--- src/rtl/pulse_stat_window_ctrl.sv ---
// -----------------------------------------------------------------------------
// pulse_stat_window_ctrl
//
// Sequences measurement windows for the pulse classification / statistics
// datapath while machining. Each window:
//   1. issues a one-cycle count-clear pulse (feedback_finished),
//   2. enables statistics counting for N cycles
//      (N = cfg_window, or WINDOW_CYCLES when cfg_window == 0),
//   3. waits DIV_LATENCY cycles for the rate dividers to settle,
//   4. captures the four 8-bit pulse rates and offers them to the gap servo
//      over a valid/ready handshake.
// While is_machine stays high the window repeats with a period of
// N + DIV_LATENCY + 2 cycles. Dropping is_machine during counting aborts the
// window (one clear pulse, then idle). Dropping it while settling lets the
// window complete.
//
// Ports:
//   clk                 system clock
//   rst                 synchronous reset, active-high
//   is_machine          machining enabled
//   cfg_window[23:0]    window length in cycles, sampled in CLEAR; 0 = default
//   *_rate_in[7:0]      normal / arc / open / short rates from the statistics
//                       block (0..100, 8'hFF = invalid / overflow)
//   stat_count_en       high while statistics counting is permitted
//   feedback_finished   one-cycle clear pulse to statistics counters/dividers
//   rate_valid          captured rate set available
//   rate_ready          consumer accepts the set
//   *_rate[7:0]         captured rates, stable while rate_valid is high
//   rate_error          any captured rate == 8'hFF (qualified by rate_valid)
//   overrun             sticky: a capture overwrote an unaccepted set
//   window_seq          number of completed captures, wraps modulo 2^SEQ_W
//
// Parameters:
//   WINDOW_CYCLES  default window length (truncated to 24 bits)
//   DIV_LATENCY    counting-stop to rates-valid latency, 1..255
//   SEQ_W          width of window_seq
// -----------------------------------------------------------------------------
module pulse_stat_window_ctrl #(
  parameter int unsigned WINDOW_CYCLES = 50000,
  parameter int unsigned DIV_LATENCY   = 34,
  parameter int unsigned SEQ_W         = 8
) (
  input  logic             clk,
  input  logic             rst,
  input  logic             is_machine,
  input  logic [23:0]      cfg_window,
  input  logic [7:0]       normal_rate_in,
  input  logic [7:0]       arc_rate_in,
  input  logic [7:0]       open_rate_in,
  input  logic [7:0]       short_rate_in,
  output logic             stat_count_en,
  output logic             feedback_finished,
  output logic             rate_valid,
  input  logic             rate_ready,
  output logic [7:0]       normal_rate,
  output logic [7:0]       arc_rate,
  output logic [7:0]       open_rate,
  output logic [7:0]       short_rate,
  output logic             rate_error,
  output logic             overrun,
  output logic [SEQ_W-1:0] window_seq
);

  typedef enum logic [2:0] {
    S_IDLE    = 3'd0,
    S_CLEAR   = 3'd1,
    S_RUN     = 3'd2,
    S_SETTLE  = 3'd3,
    S_CAPTURE = 3'd4
  } state_e;

  // The window counter is 24 bits wide; an oversized default is truncated.
  localparam logic [23:0] WIN_DEFAULT = WINDOW_CYCLES[23:0];
  localparam logic [7:0]  SET_LOAD    = DIV_LATENCY[7:0];

  // ---------------------------------------------------------------------------
  // State
  // ---------------------------------------------------------------------------
  state_e           state_q,       state_d;
  logic [23:0]      win_cnt_q,     win_cnt_d;
  logic [7:0]       set_cnt_q,     set_cnt_d;
  // Marks a CLEAR that belongs to an aborted window: it returns to IDLE
  // instead of starting a new RUN.
  logic             abort_q,       abort_d;

  logic             rate_valid_q,  rate_valid_d;
  logic [7:0]       normal_q,      normal_d;
  logic [7:0]       arc_q,         arc_d;
  logic [7:0]       open_q,        open_d;
  logic [7:0]       short_q,       short_d;
  logic             rate_error_q,  rate_error_d;
  logic             overrun_q,     overrun_d;
  logic [SEQ_W-1:0] window_seq_q,  window_seq_d;

  logic             capture;
  logic             accept;

  // ---------------------------------------------------------------------------
  // Register bank
  // ---------------------------------------------------------------------------
  // NOTE: every flop here uses non-blocking assignment so all registers update
  // from the same pre-edge values, independent of statement order.
  always_ff @(posedge clk) begin
    if (rst) begin
      state_q      <= S_IDLE;
      win_cnt_q    <= '0;
      set_cnt_q    <= '0;
      abort_q      <= 1'b0;
      rate_valid_q <= 1'b0;
      normal_q     <= '0;
      arc_q        <= '0;
      open_q       <= '0;
      short_q      <= '0;
      rate_error_q <= 1'b0;
      overrun_q    <= 1'b0;
      window_seq_q <= '0;
    end else begin
      state_q      <= state_d;
      win_cnt_q    <= win_cnt_d;
      set_cnt_q    <= set_cnt_d;
      abort_q      <= abort_d;
      rate_valid_q <= rate_valid_d;
      normal_q     <= normal_d;
      arc_q        <= arc_d;
      open_q       <= open_d;
      short_q      <= short_d;
      rate_error_q <= rate_error_d;
      overrun_q    <= overrun_d;
      window_seq_q <= window_seq_d;
    end
  end

  // ---------------------------------------------------------------------------
  // Window sequencer: next state and Moore outputs
  // ---------------------------------------------------------------------------
  // NOTE: every signal written here gets a default first, so no path through
  // the case statement can leave one unassigned and infer a latch.
  always_comb begin
    state_d           = state_q;
    win_cnt_d         = win_cnt_q;
    set_cnt_d         = set_cnt_q;
    abort_d           = abort_q;
    stat_count_en     = 1'b0;
    feedback_finished = 1'b0;
    capture           = 1'b0;

    unique case (state_q)
      S_IDLE: begin
        if (is_machine) begin
          state_d = S_CLEAR;
        end
      end

      S_CLEAR: begin
        feedback_finished = 1'b1;
        if (abort_q) begin
          abort_d = 1'b0;
          state_d = S_IDLE;
        end else begin
          win_cnt_d = (cfg_window == 24'd0) ? WIN_DEFAULT : cfg_window;
          state_d   = S_RUN;
        end
      end

      S_RUN: begin
        stat_count_en = 1'b1;
        win_cnt_d     = win_cnt_q - 24'd1;
        // Losing is_machine wins over the last counting cycle: the partial
        // window is discarded and the counters are cleared once more.
        if (!is_machine) begin
          abort_d = 1'b1;
          state_d = S_CLEAR;
        end else if (win_cnt_q == 24'd1) begin
          set_cnt_d = SET_LOAD;
          state_d   = S_SETTLE;
        end
      end

      S_SETTLE: begin
        set_cnt_d = set_cnt_q - 8'd1;
        if (set_cnt_q == 8'd1) begin
          state_d = S_CAPTURE;
        end
      end

      S_CAPTURE: begin
        capture = 1'b1;
        state_d = is_machine ? S_CLEAR : S_IDLE;
      end

      default: begin
        state_d = S_IDLE;
      end
    endcase
  end

  // ---------------------------------------------------------------------------
  // Capture register and valid/ready handshake
  // ---------------------------------------------------------------------------
  assign accept = rate_valid_q & rate_ready;

  always_comb begin
    rate_valid_d = rate_valid_q;
    normal_d     = normal_q;
    arc_d        = arc_q;
    open_d       = open_q;
    short_d      = short_q;
    rate_error_d = rate_error_q;
    overrun_d    = overrun_q;
    window_seq_d = window_seq_q;

    if (capture) begin
      normal_d     = normal_rate_in;
      arc_d        = arc_rate_in;
      open_d       = open_rate_in;
      short_d      = short_rate_in;
      rate_error_d = (normal_rate_in == 8'hFF) | (arc_rate_in == 8'hFF) |
                     (open_rate_in == 8'hFF) | (short_rate_in == 8'hFF);
      window_seq_d = window_seq_q + SEQ_W'(1);
      // A set accepted in this same cycle is consumed, not lost.
      rate_valid_d = 1'b1;
      if (rate_valid_q && !rate_ready) begin
        overrun_d = 1'b1;
      end
    end else if (accept) begin
      rate_valid_d = 1'b0;
    end
  end

  assign rate_valid  = rate_valid_q;
  assign normal_rate = normal_q;
  assign arc_rate    = arc_q;
  assign open_rate   = open_q;
  assign short_rate  = short_q;
  assign rate_error  = rate_error_q;
  assign overrun     = overrun_q;
  assign window_seq  = window_seq_q;

  // ---------------------------------------------------------------------------
  // Structural invariants
  // ---------------------------------------------------------------------------
  // The clear pulse is never longer than one cycle.
  a_ff_single: assert property (@(posedge clk) disable iff (rst)
    feedback_finished |=> !feedback_finished);

  // Counting and clearing never overlap.
  a_en_ff_excl: assert property (@(posedge clk) disable iff (rst)
    !(feedback_finished && stat_count_en));

  // overrun is sticky until reset.
  a_overrun_sticky: assert property (@(posedge clk) disable iff (rst)
    overrun |=> overrun);

endmodule

--- config.mk ---
export PLATFORM = sky130hd
export DESIGN_NAME = pulse_stat_window_ctrl
export DESIGN_NICKNAME = d
export VERILOG_FILES = /design/src/rtl/pulse_stat_window_ctrl.sv
export SDC_FILE = /design/constraint.sdc
export NUM_CORES = 1
export LEC_CHECK = 0
export BUFFER_PORTS_ARGS = -buffer_cell sky130_fd_sc_hd__buf_2
export CORE_AREA = 8 8 100 169
export DETAILED_ROUTE_END_ITERATION = 10
export DIE_AREA = 0 0 108 177
export PLACE_DENSITY = 0.49
export SLEW_MARGIN = 20
export SYNTH_ARGS = -nofsm -noshare
export SYNTH_HDL_FRONTEND = slang
export SYNTH_SLANG_ARGS = --single-unit
--- constraint.sdc ---
create_clock -name clk -period 2.7 [get_ports clk]
set_clock_uncertainty 0.15 [all_clocks]
set_input_delay 0.54 -clock clk [delete_from_list [all_inputs] [get_ports clk]]
set_output_delay 0.54 -clock clk [all_outputs]
set_load 0.01 [all_outputs]
==> results of run 1 <==
power by group through the flow:
stage	registers, uW	logic, uW	clock network [uW]
after floorplan	1330	508	0
after global placement	1340	790	0
after detailed placement	1350	795	0
after CTS	1320	799	1400
after global routing	1340	879	1450
final	1330	800	1360
cell families after synthesis:
logic type	count (synthesis)
xor gates and xnor gates	8
and+or+nand+nor	243
muxes	9
buffers and inverters	35
DFF	79
adders and majority gates	5
AOI/OAI and AO/OA	108
sequential cells by signal (all words and copies together) (netlist names):
signal       cells
win_cnt_q       24
arc_rate         8
normal_rate      8
open_rate        8
set_cnt_q        8
short_rate       8
window_seq       8
state_q          3
abort_q          1
overrun          1
rate_error       1
rate_valid       1
routing by layer:
layer  GRT usage, %  up-vias  routed length, um
li1               -     1964                  -
met3          3.100       25                608
met5              0        -                  0
met4          7.039        0                412
met1          13.17     1875               4713
met2          24.45      110               7006
worst paths after layout:
check / slack, ns / end / depth (start not counted)
max: 0.15 / stat_count_en / 4
min: 0.30 / short_rate[6] / 3
max reg2reg: 0.28 / set_cnt_q[3] / 5
min reg2reg: 0.30 / short_rate[0] / 2
per-stage QoR:
stage	hold WS (ns)	setup slack, ns	power [uW]	std cells
floorplan	0.2926	0.4630	1835	487
global route	0.2888	0.05485	3666	780
global placement	0.2908	0.1457	2135	764
detailed placement	0.2970	0.05308	2145	764
CTS	0.2840	0.1179	3518	780
finish	0.2977	0.1516	3485	780
final cells by class:
class / instances / area [um^2] / share of cell area, %
multi-input cells: 373 / 2128 / 43.00
flip-flops and latches: 79 / 1582 / 31.95
repair buffers: 122 / 655.6 / 13.25
clock buffers: 11 / 242.7 / 4.904
well taps: 183 / 229.0 / 4.626
clock inverters: 5 / 86.33 / 1.744
inverters: 7 / 26.28 / 0.5308
critical path, stage by stage (launching register included):
cell and delay (ns):
sky130_fd_sc_hd__dfxtp_1 0.36, sky130_fd_sc_hd__or3b_2 0.52, sky130_fd_sc_hd__inv_1 0.26, sky130_fd_sc_hd__buf_4 0.23
sky130_fd_sc_hd__buf_2 0.15
synthesized netlist by cell type, drive strengths merged (2+ instances only):
cell type	number
o21a	2
a2111oi	5
nand2	92
nand4	18
inv	7
a41oi	2
clkbuf	24
and3	4
o21ai	12
nand2b	9
buf	4
xor2	5
dfxtp	79
mux2	3
nor4	13
o211ai	2
a21oi	56
xnor2	3
nor2	47
a31oi	14
nor3	16
o311ai	3
nand3b	3
nor2b	5
nor3b	3
nand3	15
or4	5
or3	4
a211oi	3
or3b	2
a31o	2
ha	5
mux2i	6
==> load_flow_metrics.sql, run 1 <==
INSERT INTO impl_metrics (metric_group, metric, value, unit) VALUES
('placed_design', 'dp_hpwl', '9742', 'um'),
('pwr', 'sw_frac_of_total', '30.99', '%'),
('yosys', 'ys_ff_latch', '79', ''),
('sta', 'max-slew-margin-rel', '44.51', '%'),
('global_route', 'grt_max_degree', '49', ''),
('sta', 'setup_viol', '0', ''),
('yosys', 'yosys_warnings', '0', ''),
('yosys', 'synth_edf_count', '0', ''),
('yosys', 'synth.top_cells.by_area', 'sky130_fd_sc_hd__dfxtp_1 (41%), sky130_fd_sc_hd__nand2_1 (9.0%), sky130_fd_sc_hd__a21oi_1 (7.3%)', ''),
('yosys', 'dominantRegCellSynth', 'sky130_fd_sc_hd__dfxtp_1', ''),
('clock_network', 'ctsHtreeMaxLevel', '3', ''),
('drt', 'antenna_left', '0', ''),
('clock_network', 'post_cts.resized_instances', '0', ''),
('yosys', 'combinational_family_with_the_most_area_after_synthesis', 'simple AND/OR/NAND/NOR gates', ''),
('critical_path', 'critical_path_arrival', '1.86', 'ns'),
('sta', 'timing_max_transition_violations_final', '0', ''),
('global_route', 'groute.usage.overall', '13.26', '%'),
('sta', 'layout_min_cycle_time', '2.548', 'ns'),
('drt', 'routed_wire_length_per_instance', '16.33', 'um'),
('drt', 'vias', '3974', ''),
('critical_path', 'crit_required', '2.01', 'ns'),
('sta', 'tightestPinTransition', '0.8284', 'ns'),
('clock_network', 'tritoncts_num_sinks', '79', ''),
('yosys', 'synth-compound-area-share', '17.75', '%'),
('finish', 'layout.cells.most_common', 'sky130_fd_sc_hd__buf_2', ''),
('placed_design', 'placed_cell_area', '4621', 'um^2'),
('yosys', 'yosys.area.top_type', 'sky130_fd_sc_hd__dfxtp_1', ''),
('drt', 'drc_errors', '0', ''),
('global_route', 'antenna_violations_before_repair', '0', ''),
('yosys', 'yosys.cell_types.count', '53', ''),
('placed_design', 'place.gp.congestion', '0.8366', ''),
('finish', 'post-route-cell-area', '4950', 'um^2'),
('pwr', 'power.share.clock', '39.0', '%'),
('yosys', 'syn-cell-area', '3834', 'um^2'),
('sta', 'highest_clock_rate', '392.4', 'MHz'),
('sta', 'period_share', '94.39', '%'),
('drt', 'drt_iter0_drc', '200', ''),
('critical_path', 'worstSetupPathType', 'reg2out', ''),
('finish', 'flow.area_growth_from_synthesis', '29.11', '%'),
('pwr', 'power_report.internal_total', '2405', 'uW'),
('yosys', 'post_synth_mux_area_share', '2.448', '%'),
('hold_path', 'holdCritStartpoint', 'short_rate_in[6]', ''),
('floorplan', 'die_area', '19120', 'um^2'),
('pwr', 'power.combinational.fraction', '23.0', '%'),
('clock_network', 'cts_setup_buffers', '0', ''),
('finish', 'final.fill_count', '1568', ''),
('pwr', 'power_frac_seq', '38.0', '%'),
('critical_path', 'cp-startpoint', 'state_q[1]', ''),
('finish', 'layout.core_utilization', '33.69', '%'),
('status', 'status', 'complete, no violations', ''),
('floorplan', 'floorplan.initialDensity', '26.10', '%'),
('critical_path', 'critical_path.endpoint_type', 'output port', ''),
('sta', 'setup_repair_after_global_routing_missed_its_margin', 'false', ''),
('yosys', 'yosys.area_share.xor_xnor', '1.828', '%'),
('clock_network', 'cts_max_path_buffers', '2', ''),
('finish', 'mostFrequentLayoutCells', 'sky130_fd_sc_hd__buf_2 (104), sky130_fd_sc_hd__nand2_1 (92), sky130_fd_sc_hd__dfxtp_1 (79)', ''),
('floorplan', 'core_region_area', '14690', 'um^2'),
('global_route', 'grt_overflow_total', '0', ''),
('pwr', 'ir_drop', '0.0002979', 'V'),
('yosys', 'top_area_cell_type_share_of_the_netlist_area', '41.25', '%'),
('pwr', 'switchingPower', '1080', 'uW'),
('global_route', 'first_global_vias', '3973', ''),
('critical_path', 'r2r-start', 'win_cnt_q[16]', ''),
('floorplan', 'die-width', '108', 'um'),
('clock_network', 'worst_skew_pair.late_latency', '0.34', 'ns'),
('yosys', 'net_count_synth', '552', ''),
('drt', 'routed_wl', '12740', 'um'),
('critical_path', 'critical_path.startpoint_type', 'register', ''),
('clock_network', 'cts_tree', 'built', ''),
('critical_path', 'top_fanout_value_on_the_critical_path', '9', ''),
('sta', 'hold_violations', '0', '');
No activity file was read; power rests on OpenSTA's default activity.
==> run 2: changes to the inputs <==
--- a/config.mk
+++ b/config.mk
@@ -6,9 +6,10 @@
 export NUM_CORES = 1
 export LEC_CHECK = 0
 export BUFFER_PORTS_ARGS = -buffer_cell sky130_fd_sc_hd__buf_2
-export CORE_AREA = 8 8 100 169
+export CORE_AREA = 8 8 143 118
 export DETAILED_ROUTE_END_ITERATION = 10
-export DIE_AREA = 0 0 108 177
+export DIE_AREA = 0 0 151 126
+export GPL_ROUTABILITY_DRIVEN = 0
 export PLACE_DENSITY = 0.49
 export SLEW_MARGIN = 20
 export SYNTH_ARGS = -nofsm -noshare
==> load_flow_metrics.sql, run 2 (same netlist as run 1, synthesis figures left out) <==
INSERT INTO impl_metrics (metric_group, metric, value, unit) VALUES
('floorplan', 'die-width', '151', 'um'),
('clock_network', 'cts_max_path_buffers', '2', ''),
('sta', 'hold_violations', '0', ''),
('drt', 'drt_pre_antenna_iters', '4', ''),
('sta', 'worst_slack', '0.2043', 'ns'),
('pwr', 'power.density', '666.6', 'nW/um^2'),
('sta', 'tightestPinTransition', '0.9062', 'ns'),
('sta', 'setup-tns-final', '0', 'ns'),
('clock_network', 'tritoncts.num_buffers', '9', ''),
('finish', 'mostFrequentLayoutCells', 'sky130_fd_sc_hd__buf_2 (104), sky130_fd_sc_hd__nand2_1 (92), sky130_fd_sc_hd__dfxtp_1 (79)', ''),
('clock_network', 'cts.hold.buffers_added', '0', ''),
('critical_path', 'rr_endpoint', 'set_cnt_q[7]', ''),
('clock_network', 'cts_setup_buffers', '0', ''),
('placed_design', 'placed_cell_area', '4646', 'um^2'),
('clock_network', 'post_cts.resized_instances', '0', ''),
('finish', 'fin_nets', '656', ''),
('clock_network', 'clock-root-buffer', 'sky130_fd_sc_hd__clkbuf_16', ''),
('hold_path', 'min_delay_worst_endpoint', 'arc_rate[2]', ''),
('critical_path', 'r2r_setup_slack', '0.20', 'ns'),
('floorplan', 'die_area', '19030', 'um^2'),
('pwr', 'power.combinational.fraction', '24.1', '%'),
('sta', 'layout_min_cycle_time', '2.496', 'ns'),
('pwr', 'power.share.clock', '35.7', '%'),
('global_route', 'grt_overflow_total', '0', ''),
('finish', 'antennaDiodeCount', '0', ''),
('finish', 'multi_input_area', '2128', 'um^2'),
('drt', 'routed_wl', '12200', 'um'),
('global_route', 'first_global_vias', '3753', ''),
('clock_network', 'worst_setup_hold_path_clk_slew', '0.07', 'ns'),
('drt', 'drt_iter0_drc', '201', ''),
('global_route', 'groute.usage.overall', '12.66', '%'),
('placed_design', 'pre_cts_ws', '0.07040', 'ns'),
('clock_network', 'cts_tree', 'built', ''),
('drt', 'vias', '3923', ''),
('floorplan', 'num_io_pins', '105', ''),
('clock_network', 'tritoncts_num_sinks', '79', ''),
('pwr', 'ir_drop', '0.0003709', 'V'),
('drt', 'detail_route.vias_per_cell', '4.997', ''),
('floorplan', 'floorplan.initialDensity', '26.23', '%'),
('critical_path', 'crit_required', '2.81', 'ns'),
('flow_run', 'cap_violations', '0', ''),
('finish', 'regArea', '1582', 'um^2'),
('finish', 'largest_register_ffs', '24', ''),
('critical_path', 'critical_path_arrival', '2.61', 'ns'),
('critical_path', 'worstSetupPathType', 'reg2reg', ''),
('status', 'status', 'complete, no violations', ''),
('finish', 'flow.area_growth_from_synthesis', '28.72', '%'),
('placed_design', 'dp_hpwl', '8921', 'um'),
('finish', 'layout_cells_sized_above_1', '25.50', '%'),
('pwr', 'power_report.internal_total', '2214', 'uW'),
('global_route', 'antenna_violations_before_repair', '0', ''),
('global_route', 'met2_usage', '19.32', '%'),
('hold_path', 'timing.hold.worst.class', 'in2reg', ''),
('critical_path', 'worstRegToRegCells', '6', ''),
('sta', 'timing_max_transition_violations_final', '0', ''),
('floorplan', 'placementRows', '40', ''),
('floorplan', 'die_height', '126', 'um'),
('sta', 'setup_viol', '0', ''),
('sta', 'max-slew-margin-rel', '39.31', '%'),
('pwr', 'post-layout-total-power', '3290', 'uW'),
('pwr', 'p_leak', '0.001929', 'uW'),
('critical_path', 'top_fanout_value_on_the_critical_path', '9', ''),
('finish', 'largest_register', 'win_cnt_q', ''),
('finish', 'post-route-cell-area', '4935', 'um^2'),
('sta', 'period_share', '92.43', '%'),
('critical_path', 'critical_path.endpoint_type', 'register', ''),
('finish', 'layout.cells.most_common', 'sky130_fd_sc_hd__buf_2', ''),
('floorplan', 'core_region_area', '14610', 'um^2'),
('global_route', 'grtUsageMet1', '17.16', '%'),
('drt', 'drc_errors', '0', ''),
('hold_path', 'holdCritStartpoint', 'arc_rate_in[2]', ''),
('clock_network', 'worst_skew_pair.late_latency', '0.34', 'ns'),
('placed_design', 'io_buffers', '104', ''),
('pwr', 'switchingPower', '1076', 'uW'),
('clock_network', 'ctsHtreeMaxLevel', '3', ''),
('global_route', 'grt_busiest_layer', 'met2', ''),
('pwr', 'sw_frac_of_total', '32.70', '%'),
('hold_path', 'worstHoldPathCells', '3', ''),
('pwr', 'power_frac_seq', '40.3', '%'),
('sta', 'setup_repair_after_global_routing_missed_its_margin', 'false', ''),
('global_route', 'grt_max_degree', '77', ''),
('drt', 'routed_wire_length_per_instance', '15.54', 'um'),
('global_route', 'grt_first_pass_wirelength', '19590', 'um'),
('sta', 'highest_clock_rate', '400.7', 'MHz'),
('critical_path', 'critical_path.startpoint_type', 'register', ''),
('global_route', 'grt_use_met3', '3.651', '%'),
('critical_path', 'r2r-start', 'win_cnt_q[0]', ''),
('drt', 'antenna_left', '0', ''),
('finish', 'final.fill_count', '1571', '');
[run 2: area by class of cell]
| type | instances | share of cell area, % |
|---|---|---|
| Multi-Input combinational cell | 373 | 43.13 |
| Sequential cell | 79 | 32.05 |
| Timing Repair Buffer | 121 | 13.64 |
| Clock buffer | 10 | 4.843 |
| Tap cell | 189 | 4.792 |
| Clock inverter | 6 | 1.014 |
| Inverter | 7 | 0.5325 |
[run 2: per-layer routing]
layer	vias to the layer above	routed length (um)	share of wire (%)
li1	1968	-	-
met1	1868	5821	48
met2	81	5594	46
met3	6	675	5.5
met4	0	110	0.90
met5	-	0	0
[run 2: stage by stage]
stage,util [%],instances,hold WS [ns]
after floorplan,-,487,0.2926
after CTS,33.77,785,0.2816
final,33.77,785,0.2970
after detailed placement,31.79,769,0.2964
after global routing,33.77,785,0.2814
after global placement,31.79,769,0.2887
[run 2: worst max-delay path by stage]
| stage | start | end | slack [ns] | cells past startpoint |
|---|---|---|---|---|
| global placement | cfg_window[0] | win_cnt_q[15] | 0.18 | 6 |
| CTS | state_q[1] | stat_count_en | 0.19 | 4 |
| floorplan | win_cnt_q[0] | set_cnt_q[3] | 0.46 | 6 |
| detailed placement | cfg_window[0] | win_cnt_q[15] | 0.07 | 6 |
| global route | win_cnt_q[0] | set_cnt_q[7] | 0.05 | 6 |
| finish | win_cnt_q[0] | set_cnt_q[7] | 0.20 | 6 |
[run 2: worst max-delay path, stage by stage (launching register included)]
cell                        delay [ns]
sky130_fd_sc_hd__dfxtp_1          0.43
sky130_fd_sc_hd__ha_1             0.26
sky130_fd_sc_hd__or4bb_1          0.54
sky130_fd_sc_hd__nor4_4           0.20
sky130_fd_sc_hd__nand4_4          0.24
sky130_fd_sc_hd__a2111oi_4        0.37
sky130_fd_sc_hd__mux2i_1          0.22
[run 2: power by group through the flow]
stage / combinational (uW) / sequential, uW / clock [uW]
6_report: 791 / 1320 / 1170
5_1_grt: 874 / 1330 / 1280
4_1_cts: 788 / 1320 / 1220
3_5_place_dp: 786 / 1350 / 0
3_3_place_gp: 772 / 1340 / 0
2_1_floorplan: 508 / 1330 / 0
==> run 3: changes to the inputs <==
--- a/config.mk
+++ b/config.mk
@@ -7,6 +7,7 @@
 export LEC_CHECK = 0
 export BUFFER_PORTS_ARGS = -buffer_cell sky130_fd_sc_hd__buf_2
 export CORE_AREA = 8 8 143 118
+export CTS_BUF_LIST = sky130_fd_sc_hd__clkbuf_8
 export DETAILED_ROUTE_END_ITERATION = 10
 export DIE_AREA = 0 0 151 126
 export GPL_ROUTABILITY_DRIVEN = 0
==> load_flow_metrics.sql, run 3 (same netlist as run 1, synthesis figures left out) <==
INSERT INTO impl_metrics (metric_group, metric, value, unit) VALUES
('drt', 'drc_errors', '0', ''),
('clock_network', 'cts.hold.buffers_added', '0', ''),
('hold_path', 'worstHoldPathCells', '3', ''),
('drt', 'drt_iter0_drc', '203', ''),
('drt', 'antenna_left', '0', ''),
('status', 'status', 'complete, no violations', ''),
('global_route', 'first_global_vias', '3755', ''),
('pwr', 'p_leak', '0.001883', 'uW'),
('critical_path', 'critical_path_arrival', '1.81', 'ns'),
('finish', 'layout_cells_sized_above_1', '25.50', '%'),
('critical_path', 'max_stage_delay', '0.48', 'ns'),
('floorplan', 'core_region_area', '14610', 'um^2'),
('clock_network', 'worst_setup_hold_path_clk_slew', '0.09', 'ns'),
('critical_path', 'cp.buffers_inverters', '3', ''),
('flow_run', 'cap_violations', '0', ''),
('clock_network', 'ctsHtreeMaxLevel', '3', ''),
('finish', 'fin_nets', '656', ''),
('finish', 'mostFrequentLayoutCells', 'sky130_fd_sc_hd__buf_2 (104), sky130_fd_sc_hd__nand2_1 (92), sky130_fd_sc_hd__dfxtp_1 (79)', ''),
('sta', 'hold_violations', '0', ''),
('pwr', 'switchingPower', '1046', 'uW'),
('clock_network', 'cts_tree', 'built', ''),
('clock_network', 'worst_skew_pair.late_latency', '0.36', 'ns'),
('clock_network', 'clock-root-buffer', 'sky130_fd_sc_hd__clkbuf_8', ''),
('hold_path', 'min_delay_worst_endpoint', 'short_rate[4]', ''),
('critical_path', 'crit_required', '2.01', 'ns'),
('pwr', 'power.density', '614.4', 'nW/um^2'),
('global_route', 'groute.usage.overall', '12.67', '%'),
('sta', 'timing_max_transition_violations_final', '0', ''),
('finish', 'antennaDiodeCount', '0', ''),
('placed_design', 'dp_hpwl', '8921', 'um'),
('sta', 'tightestPinTransition', '0.8980', 'ns'),
('hold_path', 'holdCritStartpoint', 'short_rate_in[4]', ''),
('floorplan', 'num_io_pins', '105', ''),
('clock_network', 'tritoncts.num_buffers', '9', ''),
('pwr', 'power.share.clock', '28.7', '%'),
('sta', 'setup-tns-final', '0', 'ns'),
('drt', 'drt_pre_antenna_iters', '4', ''),
('critical_path', 'top_fanout_value_on_the_critical_path', '10', ''),
('pwr', 'power_report.internal_total', '1924', 'uW'),
('sta', 'setup_viol', '0', ''),
('global_route', 'grt_max_degree', '77', ''),
('critical_path', 'r2r-start', 'win_cnt_q[0]', ''),
('drt', 'routed_wl', '12280', 'um'),
('floorplan', 'die-width', '151', 'um'),
('sta', 'max-slew-margin-rel', '39.85', '%'),
('critical_path', 'worstRegToRegCells', '6', ''),
('critical_path', 'critical_path.startpoint_type', 'register', ''),
('pwr', 'ir_drop', '0.0003043', 'V'),
('critical_path', 'critical-path-slowest-cell', 'sky130_fd_sc_hd__or3b_2', ''),
('global_route', 'grt_first_pass_wirelength', '19560', 'um'),
('finish', 'layout.core_utilization', '33.07', '%'),
('finish', 'largest_register_ffs', '24', ''),
('pwr', 'power.combinational.fraction', '26.7', '%'),
('sta', 'setup_repair_after_global_routing_missed_its_margin', 'false', ''),
('critical_path', 'critical_path_cell_count', '4', ''),
('global_route', 'grt_overflow_total', '0', ''),
('clock_network', 'cts_setup_buffers', '0', ''),
('floorplan', 'die_area', '19030', 'um^2'),
('sta', 'worst_slack', '0.1954', 'ns'),
('pwr', 'power_frac_seq', '44.6', '%'),
('placed_design', 'pre_cts_ws', '0.07040', 'ns'),
('finish', 'largest_register', 'win_cnt_q', ''),
('placed_design', 'io_buffers', '104', ''),
('hold_path', 'timing.hold.worst.class', 'in2reg', ''),
('critical_path', 'rr_endpoint', 'set_cnt_q[7]', ''),
('drt', 'vias', '3932', ''),
('floorplan', 'placementRows', '40', ''),
('pwr', 'sw_frac_of_total', '35.22', '%'),
('critical_path', 'crit_family', 'buffers and inverters', ''),
('floorplan', 'floorplan.initialDensity', '26.23', '%'),
('clock_network', 'tritoncts_num_sinks', '79', ''),
('global_route', 'antenna_violations_before_repair', '0', ''),
('finish', 'layout.cells.most_common', 'sky130_fd_sc_hd__buf_2', ''),
('clock_network', 'cts_max_path_buffers', '2', ''),
('sta', 'layout_min_cycle_time', '2.505', 'ns'),
('sta', 'highest_clock_rate', '399.3', 'MHz'),
('critical_path', 'r2r_setup_slack', '0.20', 'ns'),
('drt', 'detail_route.vias_per_cell', '5.009', ''),
('critical_path', 'critical_path.endpoint_type', 'output port', ''),
('critical_path', 'path_cells', 'or3b_2, inv_1, buf_4, buf_2', ''),
('drt', 'routed_wire_length_per_instance', '15.64', 'um'),
('finish', 'flow.area_growth_from_synthesis', '26.08', '%'),
('critical_path', 'worstSetupPathType', 'reg2out', ''),
('floorplan', 'die_height', '126', 'um'),
('clock_network', 'post_cts.resized_instances', '0', ''),
('sta', 'period_share', '92.76', '%');
-- run 3: cell types whose count changed in the layout (fill, tap and decap cells not counted) --
cell	previous run	this run
sky130_fd_sc_hd__clkbuf_8	1	10
sky130_fd_sc_hd__clkbuf_16	9	0
-- run 3: how the worst max path moves through the flow --
| stage | from | end | slack (ns) |
|---|---|---|---|
| after global placement | cfg_window[0] | win_cnt_q[15] | 0.18 |
| after detailed placement | cfg_window[0] | win_cnt_q[15] | 0.07 |
| final | state_q[0] | stat_count_en | 0.20 |
| after CTS | state_q[1] | stat_count_en | 0.14 |
| after floorplan | win_cnt_q[0] | set_cnt_q[3] | 0.46 |
| after global routing | win_cnt_q[0] | set_cnt_q[7] | 0.04 |
-- run 3: metrics by stage --
stage / hold slack [ns] / std cells / power, uW / area (um^2)
2_1_floorplan: 0.2926 / 487 / 1835 / 3834
3_3_place_gp: 0.2887 / 769 / 2116 / 4646
3_5_place_dp: 0.2964 / 769 / 2133 / 4646
4_1_cts: 0.2377 / 785 / 3008 / 4833
5_1_grt: 0.2390 / 785 / 3154 / 4833
6_report: 0.2629 / 785 / 2969 / 4833
-- run 3: final cells by class --
class | count | area (um^2)
clock buffer | 10 | 137.6
clock inverter | 6 | 50.05
fill | 1577 | 9781
inverter | 7 | 26.28
multi-input combinational | 373 | 2128
sequential | 79 | 1582
tap | 189 | 236.5
timing repair buffer | 121 | 673.1
-- run 3: power by group through the flow --
stage / logic (uW) / registers (uW) / clock network [uW]
floorplan: 508 / 1330 / 0
global placement: 772 / 1340 / 0
detailed placement: 786 / 1350 / 0
CTS: 788 / 1320 / 899
global route: 875 / 1330 / 945
finish: 793 / 1320 / 853
-- run 3: worst reg2reg max path: cells and delay by family, from the launching register on --
kind            cells  cell delay (ns)
mux                 1             0.22
simple gates        3             0.99
compound gates      1             0.37
flops               1             0.44
fa+ha+maj           1             0.26
-- run 3: layer usage --
metal | track usage, % | vias up | wire length, um
met5 | 0 | - | 0
met4 | 4.184 | 0 | 136
met3 | 3.006 | 8 | 612
met2 | 19.32 | 88 | 5623
met1 | 17.11 | 1872 | 5903
li1 | - | 1964 | -
